--- src/rtl/regfile_dump_tx.sv ---
// Debug dump transmitter: walks a register-file spare read port from FIRST_REG to LAST_REG
// and streams each register as an (index, value) beat over a valid/ready interface.
module regfile_dump_tx #(
    parameter int DATA_W    = 32,
    parameter int ADDR_W    = 5,
    parameter int FIRST_REG = 0,
    parameter int LAST_REG  = 31,
    parameter int FRAME_W   = 8
) (
    input  logic              clk,
    input  logic              rst_n,
    input  logic              dump_req,
    input  logic              dump_abort,
    output logic [ADDR_W-1:0] rf_raddr,
    input  logic [DATA_W-1:0] rf_rdata,
    output logic              dump_valid,
    input  logic              dump_ready,
    output logic [ADDR_W-1:0] dump_idx,
    output logic [DATA_W-1:0] dump_data,
    output logic              dump_last,
    output logic              dump_busy,
    output logic [FRAME_W-1:0] frame_cnt
);

    typedef enum logic [1:0] {
        S_IDLE = 2'd0,
        S_READ = 2'd1,
        S_SEND = 2'd2
    } state_e;

    localparam logic [ADDR_W-1:0] FIRST_IDX = ADDR_W'(FIRST_REG);
    localparam logic [ADDR_W-1:0] LAST_IDX  = ADDR_W'(LAST_REG);

    state_e              state_q, state_d;
    logic [ADDR_W-1:0]   idx_q, idx_d;
    logic [ADDR_W-1:0]   beat_idx_q, beat_idx_d;
    logic [DATA_W-1:0]   beat_data_q, beat_data_d;
    logic                beat_last_q, beat_last_d;
    logic                valid_q, valid_d;
    logic [FRAME_W-1:0]  frame_q, frame_d;
    logic                handshake;

    assign handshake = valid_q & dump_ready;

    always_ff @(posedge clk or negedge rst_n) begin
        if (!rst_n) begin
            state_q     <= S_IDLE;
            idx_q       <= FIRST_IDX;
            beat_idx_q  <= '0;
            beat_data_q <= '0;
            beat_last_q <= 1'b0;
            valid_q     <= 1'b0;
            frame_q     <= '0;
        end else begin
            state_q     <= state_d;
            idx_q       <= idx_d;
            beat_idx_q  <= beat_idx_d;
            beat_data_q <= beat_data_d;
            beat_last_q <= beat_last_d;
            valid_q     <= valid_d;
            frame_q     <= frame_d;
        end
    end

    always_comb begin
        state_d     = state_q;
        idx_d       = idx_q;
        beat_idx_d  = beat_idx_q;
        beat_data_d = beat_data_q;
        beat_last_d = beat_last_q;
        valid_d     = valid_q;
        frame_d     = frame_q;

        case (state_q)
            S_IDLE: begin
                if (dump_req) begin
                    idx_d   = FIRST_IDX;
                    state_d = S_READ;
                end
            end
            S_READ: begin
                // No snapshot: the value is captured from the live read port in this cycle.
                if (dump_abort) begin
                    state_d = S_IDLE;
                    valid_d = 1'b0;
                end else begin
                    beat_data_d = rf_rdata;
                    beat_idx_d  = idx_q;
                    beat_last_d = (idx_q == LAST_IDX);
                    valid_d     = 1'b1;
                    state_d     = S_SEND;
                end
            end
            S_SEND: begin
                // Abort wins over a handshake on the same edge.
                if (dump_abort) begin
                    state_d = S_IDLE;
                    valid_d = 1'b0;
                end else if (handshake) begin
                    valid_d = 1'b0;
                    if (beat_last_q) begin
                        frame_d = frame_q + 1'b1;
                        state_d = S_IDLE;
                    end else begin
                        idx_d   = idx_q + 1'b1;
                        state_d = S_READ;
                    end
                end
            end
            default: begin
                state_d = S_IDLE;
                valid_d = 1'b0;
            end
        endcase
    end

    assign rf_raddr   = idx_q;
    assign dump_valid = valid_q;
    assign dump_idx   = beat_idx_q;
    assign dump_data  = beat_data_q;
    assign dump_last  = beat_last_q;
    assign dump_busy  = (state_q != S_IDLE);
    assign frame_cnt  = frame_q;

endmodule

--- config.mk ---
export PLATFORM = sky130hd
export DESIGN_NAME = regfile_dump_tx
export DESIGN_NICKNAME = d
export VERILOG_FILES = /design/src/rtl/regfile_dump_tx.sv
export SDC_FILE = /design/constraint.sdc
export NUM_CORES = 1
export LEC_CHECK = 0
export CAP_MARGIN = 25
export CORE_ASPECT_RATIO = 0.9
export CORE_MARGIN = 2
export CORE_UTILIZATION = 43
export DETAILED_ROUTE_END_ITERATION = 7
export GPL_TIMING_DRIVEN = 0
export PLACE_DENSITY = 0.85
export SETUP_SLACK_MARGIN = 0.1
export SYNTH_ARGS = -nofsm -noshare
export SYNTH_HDL_FRONTEND = slang
export SYNTH_SLANG_ARGS = --single-unit
--- constraint.sdc ---
create_clock -name clk -period 2.5 [get_ports clk]
set_input_delay 0.625 -clock clk [delete_from_list [all_inputs] [get_ports clk]]
set_output_delay 0.625 -clock clk [all_outputs]
set_load 0.01 [all_outputs]
Word level (Yosys, flattened, before mapping)
Cells that the tools add are included.
{"block": "totals", "wordCells": 43, "reg_bits": 54, "input_bits": 37, "out_inout_bits": 53}
{"block": "classes", "muxes": 15, "reduce_logical": 8, "eq_ne": 8, "n_bitwise": 3, "n_addsub": 2}
{"cell": "2-to-1 mux 5 bit", "n": 4}
{"cell": "case mux 5 bit (2 select lines)", "n": 1}
{"cell": "adder 8 x 1 -> 8 bit (second input constant)", "n": 1}
{"cell": "2-to-1 mux 2 bit", "n": 4}
{"cell": "!= test 2 bit (second input constant)", "n": 4}
{"cell": "case mux 2 bit (3 select lines)", "n": 1}
{"cell": "AND reduction 2 bit", "n": 3}
{"cell": "adder 5 x 1 -> 5 bit (second input constant)", "n": 1}
{"cell": "equality test 5 bit (second input constant)", "n": 1}
{"cell": "AND reduction 5 bit", "n": 1}
{"cell": "2-to-1 mux 1 bit", "n": 4}
{"cell": "AND reduction 4 bit", "n": 1}
{"cell": "nonzero test 2 bit", "n": 2}
{"cell": "!= test 3 bit (second input constant)", "n": 1}
{"cell": "case mux 1 bit (3 select lines)", "n": 1}
{"cell": "equality test 2 x 1 -> 1 bit (second input constant)", "n": 1}
{"cell": "equality test 2 bit (second input constant)", "n": 1}
{"cell": "logical NOT 2 bit", "n": 1}
{"cell": "NOT 1 bit", "n": 2}
{"cell": "AND 1 bit", "n": 1}

Logic depth before layout (Yosys ltp)
Gate-level depths: netlist of the first run.
{"block": "depth", "depth_word": 5, "depth_mapped": 6, "depth_no_buf": 6}

Worst setup path before layout of the first run
Ideal clock, no wire load.
{"block": "synth_path", "kind": "flip-flop to flip-flop", "start": "register idx_q[0] (netlist: rf_raddr[0])", "end": "register idx_q[4] (netlist: rf_raddr[4])", "period_less_slack_ns": 1.809, "stages_incl_launch_ff": 7, "path_buffers": 0, "t_arrival_ns": 1.731, "slack_ns": 0.691, "required_time_ns": 2.423, "cell_sequence": "dfrtp_1 -> ha_1 -> and3_1 -> ha_1 -> inv_1 -> or4_1 -> a21oi_1"}
{"block": "synth_between", "elab_chain_len": 5}
{"element": "start, declared", "line": "35", "text": "logic [ADDR_W-1:0] idx_q, idx_d;"}
{"element": "start signal, assigned", "line": "56", "text": "idx_q <= idx_d;"}
{"element": "adder 5 x 1 -> 5 bit", "line": "105", "text": "idx_d = idx_q + 1'b1;"}
{"element": "2-to-1 mux 5 bit", "line": "101", "text": "if (beat_last_q) begin"}
{"element": "2-to-1 mux 5 bit", "line": "99", "text": "end else if (handshake) begin"}
{"element": "2-to-1 mux 5 bit", "line": "96", "text": "if (dump_abort) begin"}
{"element": "case mux 5 bit (2 select lines)", "line": "74", "text": "case (state_q)"}
No other way between the ends. The select of a mux whose other input is x is not followed.
A chain may end at the register's enable or synchronous reset.

Worst setup path in the final report of the first run
{"block": "layout_path", "start": "register state_q[0]", "end": "output port dump_busy"}
{"block": "layout_between", "elab_chain_len": 1}
{"element": "start, declared", "line": "34", "text": "state_e state_q, state_d;"}
{"element": "start signal, assigned", "line": "55", "text": "state_q <= state_d;"}
{"element": "nonzero test 2 bit", "line": "122", "text": "assign dump_busy = (state_q != S_IDLE);"}
{"element": "end, declared", "line": "21", "text": "output logic dump_busy,"}
No other way between the ends.

==> results of run 1 <==
[per-stage QoR]
step | utilization | cells | setup slack (ns) | TNS [ns] | area [um2]
final | 0.675 | 317 | 0.329 | 0 | 3300
after global routing | 0.675 | 317 | 0.262 | 0 | 3300
after CTS | 0.675 | 317 | 0.304 | 0 | 3300
after detailed placement | 0.652 | 309 | 0.150 | 0 | 3190
after global placement | 0.649 | 308 | -0.854 | -46.04 | 3170
after floorplan | - | 154 | 0.691 | 0 | 2200
[worst paths after layout]
path | slack [ns] | start | endpoint | depth (start not counted)
max reg2reg | 0.63 | rf_raddr[0]$_DFFE_PN0P_ | rf_raddr[4]$_DFFE_PN0P_ | 6
min reg2reg | 0.49 | frame_cnt[7]$_DFFE_PN0P_ | frame_cnt[7]$_DFFE_PN0P_ | 1
min | 0.30 | rst_n | frame_cnt[0]$_DFFE_PN0P_ | 1
min in group clk | 0.49 | frame_cnt[7]$_DFFE_PN0P_ | frame_cnt[7]$_DFFE_PN0P_ | 1
max in group asynchronous | 1.65 | rst_n | dump_data[23]$_DFFE_PN0P_ | 2
max | 0.33 | state_q[0]$_DFFE_PN0P_ | dump_busy | 2
[kinds of logic (layout without fill, tap and decap cells)]
logic type      Yosys count  count (layout)  share of synthesized area
compound gates            8               8                     0.0210
xor+xnor                  8               8                     0.0318
fa+ha+maj                 3               3                     0.0170
buf+inv                   9             107                     0.0210
flops                    54              54                      0.614
mux                      42              42                      0.214
simple gates             30              30                     0.0818
[final cells by class]
class / instances / area share
clock buffer: 5 / 0.0208
multi-input combinational: 91 / 0.244
buffer: 5 / 0.00947
tap: 65 / 0.0246
timing repair buffer: 90 / 0.274
clock inverter: 3 / 0.0136
sequential: 54 / 0.409
inverter: 4 / 0.00455
[power breakdown]
| part | internal [W] | switching (W) |
|---|---|---|
| logic | 0.000665 | 0.000344 |
| clock network | 0.000298 | 0.000278 |
| registers | 0.00112 | 0.000127 |
| total | 0.00208 | 0.000749 |
[cells in the mapped netlist]
library cell / number
or3b_4: 1
nor2_1: 2
dfrtp_1: 54
nand3b_1: 2
nand2b_1: 2
o31ai_1: 1
nand3_1: 5
o21ai_0: 2
buf_6: 1
nand2_1: 3
mux2_2: 40
o21bai_1: 1
or4b_2: 1
nand4_1: 1
a21oi_1: 3
nor3_1: 3
or2_2: 2
ha_1: 3
and3_1: 1
o22ai_1: 1
xnor2_1: 1
mux2i_1: 2
nor2b_1: 1
nor4_1: 3
buf_2: 4
inv_1: 4
nor3b_1: 1
or4_1: 2
xor2_1: 7
[flip-flops by register name, indices dropped and copies added, names as in the netlist]
signal and flops:
dump_valid 1, dump_data 32, dump_idx 5, state_q 2
dump_last 1, frame_cnt 8, rf_raddr 5
[per-layer routing]
layer,track usage,share of wire
met5,0,0
met4,0.0517,0.011
met3,0.0410,0.055
met2,0.286,0.49
met1,0.204,0.44
==> key figures, run 1 <==
Outcome
  – Status: finished, final reports clean

Timing
  – Fin crit period: between 2 and 2.5 ns
  – Pins Over Slew Limit: 0
  – Tcrit/Tclk final: 0.868
  – Slew HR: 0.629
  – Max Clk Rate: 461 MHz
  – Final hold violation count: 0
  – Min Hold Slack: 0.305 ns
  – Final Skew: 0.00691 ns
  – Setup violators final: 0
  – Worst slew pin tran: 0.557 ns
  – RSZ-0062 raised after global routing: false

Final layout
  – Most frequent cells in the layout: 88 x clkdlybuf4s50_1, 54 x dfrtp_1, 40 x mux2_2, 7 x xor2_1
  – Layout cells sized above 1: 0.234
  – P&R area growth vs syn: 50.0%
  – FF+latch area: 1350 um2
  – Commonest non-fill, non-tap cell in the layout: clkdlybuf4s50_1
  – Nets: 291
  – # fillers: 364
  – Area of the multi-input gates: 805 um2
  – N_diodes: 0

Critical path
  – Largest delay share family, worst path: buffers and inverters
  – Worst stage delay on the critical path: 0.49 ns
  – Crit Path Class: reg2out
  – Critical Path, Cell by Cell: or2_2 -> clkdlybuf4s50_1
  – CP endpoint kind: output port
  – Worst Path Buf+Inv: 1
  – Crit-path slowest cell: clkdlybuf4s50_1
  – Worst-path fanout max: 8
  – Critical path data arrival time: 1.55 ns
  – Required @ worst endpoint: 1.88 ns
  – Startpoint Class: flop

Logic synthesis
  – Post-synth cell types: 29
  – Synth top area cells: dfrtp_1 61%, mux2_2 20%, xor2_1 2.8%, ha_1 1.7%, nand3_1 1.1%
  – Sequential share of the synthesized area: 0.614
  – Synth area leader: dfrtp_1
  – FF+latch count, synth: 54
  – Avg Inst Size Synth: 14.3 um2
  – Post-synth top area share: 0.614
  – Syn_nets: 194
  – Post-synthesis cell count: 154
  – Yosys warnings: 0
  – Syn Std Cell Area: 2200 um2

Clock tree
  – Post-cts resize count: 0
  – Clock sink count: 54
  – Clk root buf: clkbuf_8
  – Htree depth: 2
  – CTS buffer count: 5
  – Clk slew on worst S/H paths: about 0.09 ns
  – Clock Tree Buf Depth: 2
  – Setup Buffers After CTS: 0
  – Worst skew pair latency: 0.30 ns
  – CTS tree: built
  – Cts hold-fix bufs: 0

Flow run
  – MaxCap Viol Count: 0

Placement
  – Routability cong.: 0.724
  – IO Port Bufs: 89
  – Dpl hpwl: 3330 um

Floorplan
  – Die X: just under 80 um
  – FP Rows: 24
  – Top-level I/O count: 90
  – Die Y-Extent: 71.9 um
  – Die area: 5710 um2
  – CORE AREA: 4890 um2
  – Initial Util: 0.450

Detailed routing
  – Pre-Repair DR Iteration Count: 4
  – DR vias/cell: 4.88
  – Wire per inst: 13.8 um
  – Initial DRC count: 14
  – Detailed Route WL: around 4400 um
  – Routed Antenna Nets: 0
  – Vias after detailed routing: between 1,500 and 2,000
  – DRC Markers: 0

Power
  – Cell Pwr Density: 856 nW/um2
  – Worst vdd ir: 0.431 mV
  – Leak pwr: 1.42 nW
  – Design Power: 0.00283 W

Global routing
  – Largest net degree at the start of global routing: 32
  – First-pass GRT wire length: 7370 um
  – All-Layer GR Usage: 0.165
  – Initial antenna violation count: 0
  – Vias in the first global route: 1,612
  – Gr ovfl total: 0

Worst hold path
  – Hold crit path type: in2async
(Power assumes the default switching activity.)
==> inputs of run 2 (changes only) <==
CORE_UTILIZATION = 46   (was 43)
GPL_TIMING_DRIVEN = 1   (was 0)
PLACE_DENSITY = 0.9   (was 0.85)
clock period = 2.6 ns   (was 2.5 ns; I/O delays follow)
==> run 2 against run 1 <==
  * Non-clock buffer count down 3
  * Critical path depth did not move
  * Utilization increased by 5.1 points
  * Die area decreased by 6.2%
  * Sequential power hardly changed
  * Clock skew down 0.00070 ns
  * Flip-flop and latch count did not move
  * Clock power fell by 18%
  * Cell area down 0.68%
  * Final cell count is 1.9% lower
  * Setup slack improved by 0.047 ns
  * Via count grew 1.2%
==> key figures, run 2 (same netlist as run 1, synthesis figures left out) <==
Floorplan
  – Top-level I/O count: 90
  – Die X: between 70 and 80 um
  – Die Y-Extent: 69.6 um
  – CORE AREA: 4520 um2
  – FP Rows: 23
  – Die area: 5360 um2
  – Initial Util: 0.487

Clock tree
  – Post-cts resize count: 0
  – Clk root buf: clkbuf_8
  – CTS buffer count: 5
  – CTS tree: built
  – Clock Tree Buf Depth: 2
  – Worst skew pair latency: 0.30 ns
  – Setup Buffers After CTS: 0
  – Clk slew on worst S/H paths: about 0.09 ns
  – Cts hold-fix bufs: 0
  – Clock sink count: 54
  – Htree depth: 2

Global routing
  – Gr ovfl total: 0
  – All-Layer GR Usage: 0.188
  – Initial antenna violation count: 0
  – Vias in the first global route: 1,550
  – First-pass GRT wire length: 7910 um
  – Largest net degree at the start of global routing: 39

Power
  – Combinational share of power: 0.370
  – Internal: between 0.0015 and 0.002 W
  – Net switching power: approximately 0.00074 W
  – Seq pwr share: 0.452
  – Sw frac: 0.277
  – Cell Pwr Density: around 810 nW/um2
  – Leak pwr: 1.41 nW
  – Clock share of power: 0.177
  – Design Power: 0.00267 W
  – Worst vdd ir: 0.412 mV

Timing
  – Fin crit period: 2.22 ns
  – Setup WS post-layout: 0.377 ns
  – Tcrit/Tclk final: 0.855
  – Worst slew pin tran: 0.592 ns
  – Max Clk Rate: 450 MHz
  – Fin Setup TNS: 0 ns
  – Final Skew: roughly 0.0062 ns
  – Setup violators final: 0
  – Slew HR: 0.605
  – RSZ-0062 raised after global routing: false
  – Pins Over Slew Limit: 0
  – Final hold violation count: 0

Placement
  – Post-placement setup slack: between 0.3 and 0.4 ns
  – Routability cong.: 0.776
  – IO Port Bufs: a little under 90
  – Dpl hpwl: 3650 um
  – DP Area: around 3200 um2

Detailed routing
  – Detailed Route WL: 4860 um
  – DR vias/cell: 5.03
  – Initial DRC count: 56
  – Routed Antenna Nets: 0
  – Vias after detailed routing: ~1,600
  – DRC Markers: 0
  – Pre-Repair DR Iteration Count: 4
  – Wire per inst: approximately 16 um

Critical path
  – Crit Path Class: reg2out
  – Startpoint Class: flop
  – Largest delay share family, worst path: flip-flops
  – Levels on crit path: 2
  – Worst-path fanout max: 8
  – Critical path data arrival time: between 1.5 and 2 ns
  – Worst Path Buf+Inv: 1
  – R2R cell count: 6
  – CP endpoint kind: output port
  – Crit-path slowest cell: dfrtp_1
  – Required @ worst endpoint: about 2 ns
  – Critical Path, Cell by Cell: or2_2 -> clkdlybuf4s50_1
  – Worst stage delay on the critical path: 0.48 ns

Final layout
  – # fillers: 311
  – N_diodes: 0
  – Final Instance Area: 3280 um2
  – Layout cells sized above 1: 0.225
  – Nets: 288
  – Commonest non-fill, non-tap cell in the layout: clkdlybuf4s50_1
  – P&R area growth vs syn: 49.0%
  – Most frequent cells in the layout: 88 x clkdlybuf4s50_1, 54 x dfrtp_1, 40 x mux2_2, 7 x xor2_1, 6 x clkbuf_8
  – Max FFs per register: 32
  – Fin util: 0.726

Worst hold path
  – Hold crit path type: in2async

Flow run
  – MaxCap Viol Count: 0

Outcome
  – Status: finished, final reports clean
-- run 2: metrics by stage --
stage          instances  hold WS, ns
2_1_floorplan        154        0.354
3_3_place_gp         303        0.474
3_5_place_dp         303        0.461
4_1_cts              311        0.353
5_1_grt              311        0.371
6_report             311        0.343
-- run 2: area by class of cell --
type | instances | area [um2] | area share
Clock inverter | 1 | 5.00 | 0.00153
Tap cell | 62 | 77.6 | 0.0236
Clock buffer | 7 | 86.3 | 0.0263
Inverter | 4 | 15.0 | 0.00458
Multi-Input combinational cell | 91 | 812 | 0.248
Sequential cell | 54 | 1350 | 0.412
Timing Repair Buffer | 92 | 933 | 0.285
-- run 2: final timing paths --
kind                                           from                         to  slack (ns)
min in group clk           frame_cnt[7]$_DFFE_PN0P_   frame_cnt[7]$_DFFE_PN0P_        0.47
min                                           rst_n   dump_data[0]$_DFFE_PN0P_        0.34
min reg2reg                frame_cnt[7]$_DFFE_PN0P_   frame_cnt[7]$_DFFE_PN0P_        0.47
max reg2reg                 rf_raddr[0]$_DFFE_PN0P_    rf_raddr[4]$_DFFE_PN0P_        0.74
max in group asynchronous                     rst_n  dump_data[29]$_DFFE_PN0P_        1.69
max                          state_q[0]$_DFFE_PN0P_                  dump_busy        0.38
-- run 2: routing by layer --
metal	share of wire	vias up	GRT usage	routed length, um
met5	0	-	0	0
met4	0.010	0	0.0606	51
met3	0.064	6	0.0482	313
met2	0.48	62	0.306	2340
met1	0.44	760	0.246	2150
li1	-	737	-	-
-- run 2: power groups by stage --
stage	Combinational [W]	Clock (W)	Sequential (W)
detailed placement	0.00100	0	0.00123
CTS	0.00100	0.000486	0.00121
floorplan	0.000274	0	0.00132
finish	0.000988	0.000473	0.00121
global route	0.00104	0.000526	0.00125
global placement	0.000972	0	0.00120
==> inputs of run 3 (changes only) <==
CORE_UTILIZATION = 43   (was 46)
PLACE_DENSITY = 0.85   (was 0.9)
clock period = 2.4 ns   (was 2.6 ns; I/O delays follow)
==> run 3 against run 2 <==
  * Hold slack gained 0.065 ns
  * Critical path depth is the same
  * Flip-flop and latch count is the same
  * Critical endpoint unchanged
==> key figures, run 3 (same netlist as run 1, synthesis figures left out) <==
Outcome
  – Status: finished, final reports clean

Power
  – Internal: 0.00208 W
  – Seq pwr share: 0.456
  – Cell Pwr Density: 869 nW/um2
  – Leak pwr: 1.40 nW
  – Net switching power: roughly 0.00076 W
  – Clock share of power: 0.173
  – Sw frac: 0.268
  – Combinational share of power: 0.371
  – Worst vdd ir: 0.428 mV

Clock tree
  – Htree depth: 2
  – Cts hold-fix bufs: 0
  – Clock sink count: 54
  – CTS tree: built
  – Clk root buf: clkbuf_8
  – Worst skew pair latency: 0.30 ns
  – Clk slew on worst S/H paths: 0.08 ns
  – CTS buffer count: 5
  – Post-cts resize count: 0
  – Clock Tree Buf Depth: 2
  – Setup Buffers After CTS: 0

Timing
  – Max Clk Rate: around 470 MHz
  – RSZ-0062 raised after global routing: false
  – Min Hold Slack: 0.408 ns
  – Worst slew pin tran: between 0.6 and 0.7 ns
  – Slew HR: 0.552
  – Final hold violation count: 0
  – Final Skew: 0.00493 ns
  – Tcrit/Tclk final: 0.886
  – Fin crit period: roughly 2.1 ns
  – Fin Setup TNS: 0 ns
  – Setup violators final: 0
  – Pins Over Slew Limit: 0

Final layout
  – Max FFs per register: 32
  – Commonest non-fill, non-tap cell in the layout: clkdlybuf4s50_1
  – N_diodes: 0
  – Nets: 289
  – P&R area growth vs syn: 48.5%
  – Most frequent cells in the layout: 88 x clkdlybuf4s50_1, 54 x dfrtp_1, 40 x mux2_2, 7 x xor2_1, 6 x clkbuf_8
  – Final Instance Area: around 3300 um2
  – Layout cells sized above 1: 0.226

Detailed routing
  – DR vias/cell: around 5
  – Wire per inst: 14.3 um
  – Routed Antenna Nets: 0
  – Pre-Repair DR Iteration Count: 4
  – Detailed Route WL: 4470 um
  – Vias after detailed routing: between 1,500 and 2,000
  – Initial DRC count: 26
  – DRC Markers: 0

Floorplan
  – Die X: 79.4 um
  – FP Rows: 24
  – Die area: between 5000 and 6000 um2
  – CORE AREA: 4890 um2
  – Top-level I/O count: 90
  – Die Y-Extent: just over 70 um
  – Initial Util: 0.450

Critical path
  – Worst-path fanout max: 8
  – Critical path data arrival time: 1.53 ns
  – Largest delay share family, worst path: buffers and inverters
  – Crit-path slowest cell: clkdlybuf4s50_1
  – Worst stage delay on the critical path: 0.48 ns
  – Crit Path Class: reg2out
  – Required @ worst endpoint: approximately 1.8 ns
  – Critical Path, Cell by Cell: or2_2 -> clkdlybuf4s50_1
  – Worst Path Buf+Inv: 1
  – Startpoint Class: flop
  – CP endpoint kind: output port

Global routing
  – Largest net degree at the start of global routing: 55
  – Gr ovfl total: 0
  – First-pass GRT wire length: 7000 um
  – Initial antenna violation count: 0
  – All-Layer GR Usage: 0.158
  – Vias in the first global route: around 1,600

Placement
  – Dpl hpwl: approximately 3200 um
  – Routability cong.: 0.772
  – DP Area: 3190 um2
  – IO Port Bufs: 89

Worst hold path
  – Hold crit path type: in2async

Flow run
  – MaxCap Viol Count: 0
run 3: cell count changes in the layout (fill, tap and decap cells not counted), sizes merged:
cell,before,now
clkbuf,7,6
buf,4,5
clkinv,1,0
run 3: worst register-to-register path: stages, from the launching register on:
cell,delay (ns)
dfrtp_1,0.45
ha_1,0.24
and3_1,0.18
ha_1,0.27
inv_1,0.04
or4_1,0.50
a21oi_1,0.15
run 3: layout make-up:
type | instances | area [um2]
fill | 383 | 1620
timing repair buffer | 93 | 928
clock buffer | 6 | 82.6
inverter | 4 | 15.0
tap | 65 | 81.3
sequential | 54 | 1350
multi-input combinational | 91 | 812
run 3: per-stage QoR:
step | utilization | power (W) | setup WS [ns] | instances
floorplan | - | 0.00173 | 0.591 | 154
CTS | 0.668 | 0.00288 | 0.259 | 313
finish | 0.668 | 0.00284 | 0.272 | 313
detailed placement | 0.651 | 0.00239 | 0.146 | 307
global placement | 0.651 | 0.00236 | 0.185 | 307
global route | 0.668 | 0.00300 | 0.207 | 313
run 3: final timing paths:
kind	end	slack, ns	start	cells after the start
worst max-delay path	dump_busy	0.27	state_q[0]$_DFFE_PN0P_	2
worst min-delay path	frame_cnt[4]$_DFFE_PN0P_	0.41	rst_n	2
worst max register to register	rf_raddr[4]$_DFFE_PN0P_	0.50	rf_raddr[0]$_DFFE_PN0P_	6
worst min register to register	frame_cnt[7]$_DFFE_PN0P_	0.49	frame_cnt[7]$_DFFE_PN0P_	1
max in group asynchronous	dump_data[8]$_DFFE_PN0P_	1.54	rst_n	2
min in group clk	frame_cnt[7]$_DFFE_PN0P_	0.49	frame_cnt[7]$_DFFE_PN0P_	1
run 3: metal layers:
layer,global-route usage,share of wire,routed length (um)
met5,0,0,0
met4,0.0536,0.015,65
met3,0.0448,0.062,275
met2,0.275,0.50,2260
met1,0.190,0.42,1870
run 3: power groups by stage:
stage	sequential [W]	clock, W	combinational [W]
4_1_cts	0.00130	0.000509	0.00107
3_5_place_dp	0.00132	0	0.00107
6_report	0.00130	0.000490	0.00105
2_1_floorplan	0.00143	0	0.000297
5_1_grt	0.00133	0.000548	0.00112
3_3_place_gp	0.00130	0	0.00105
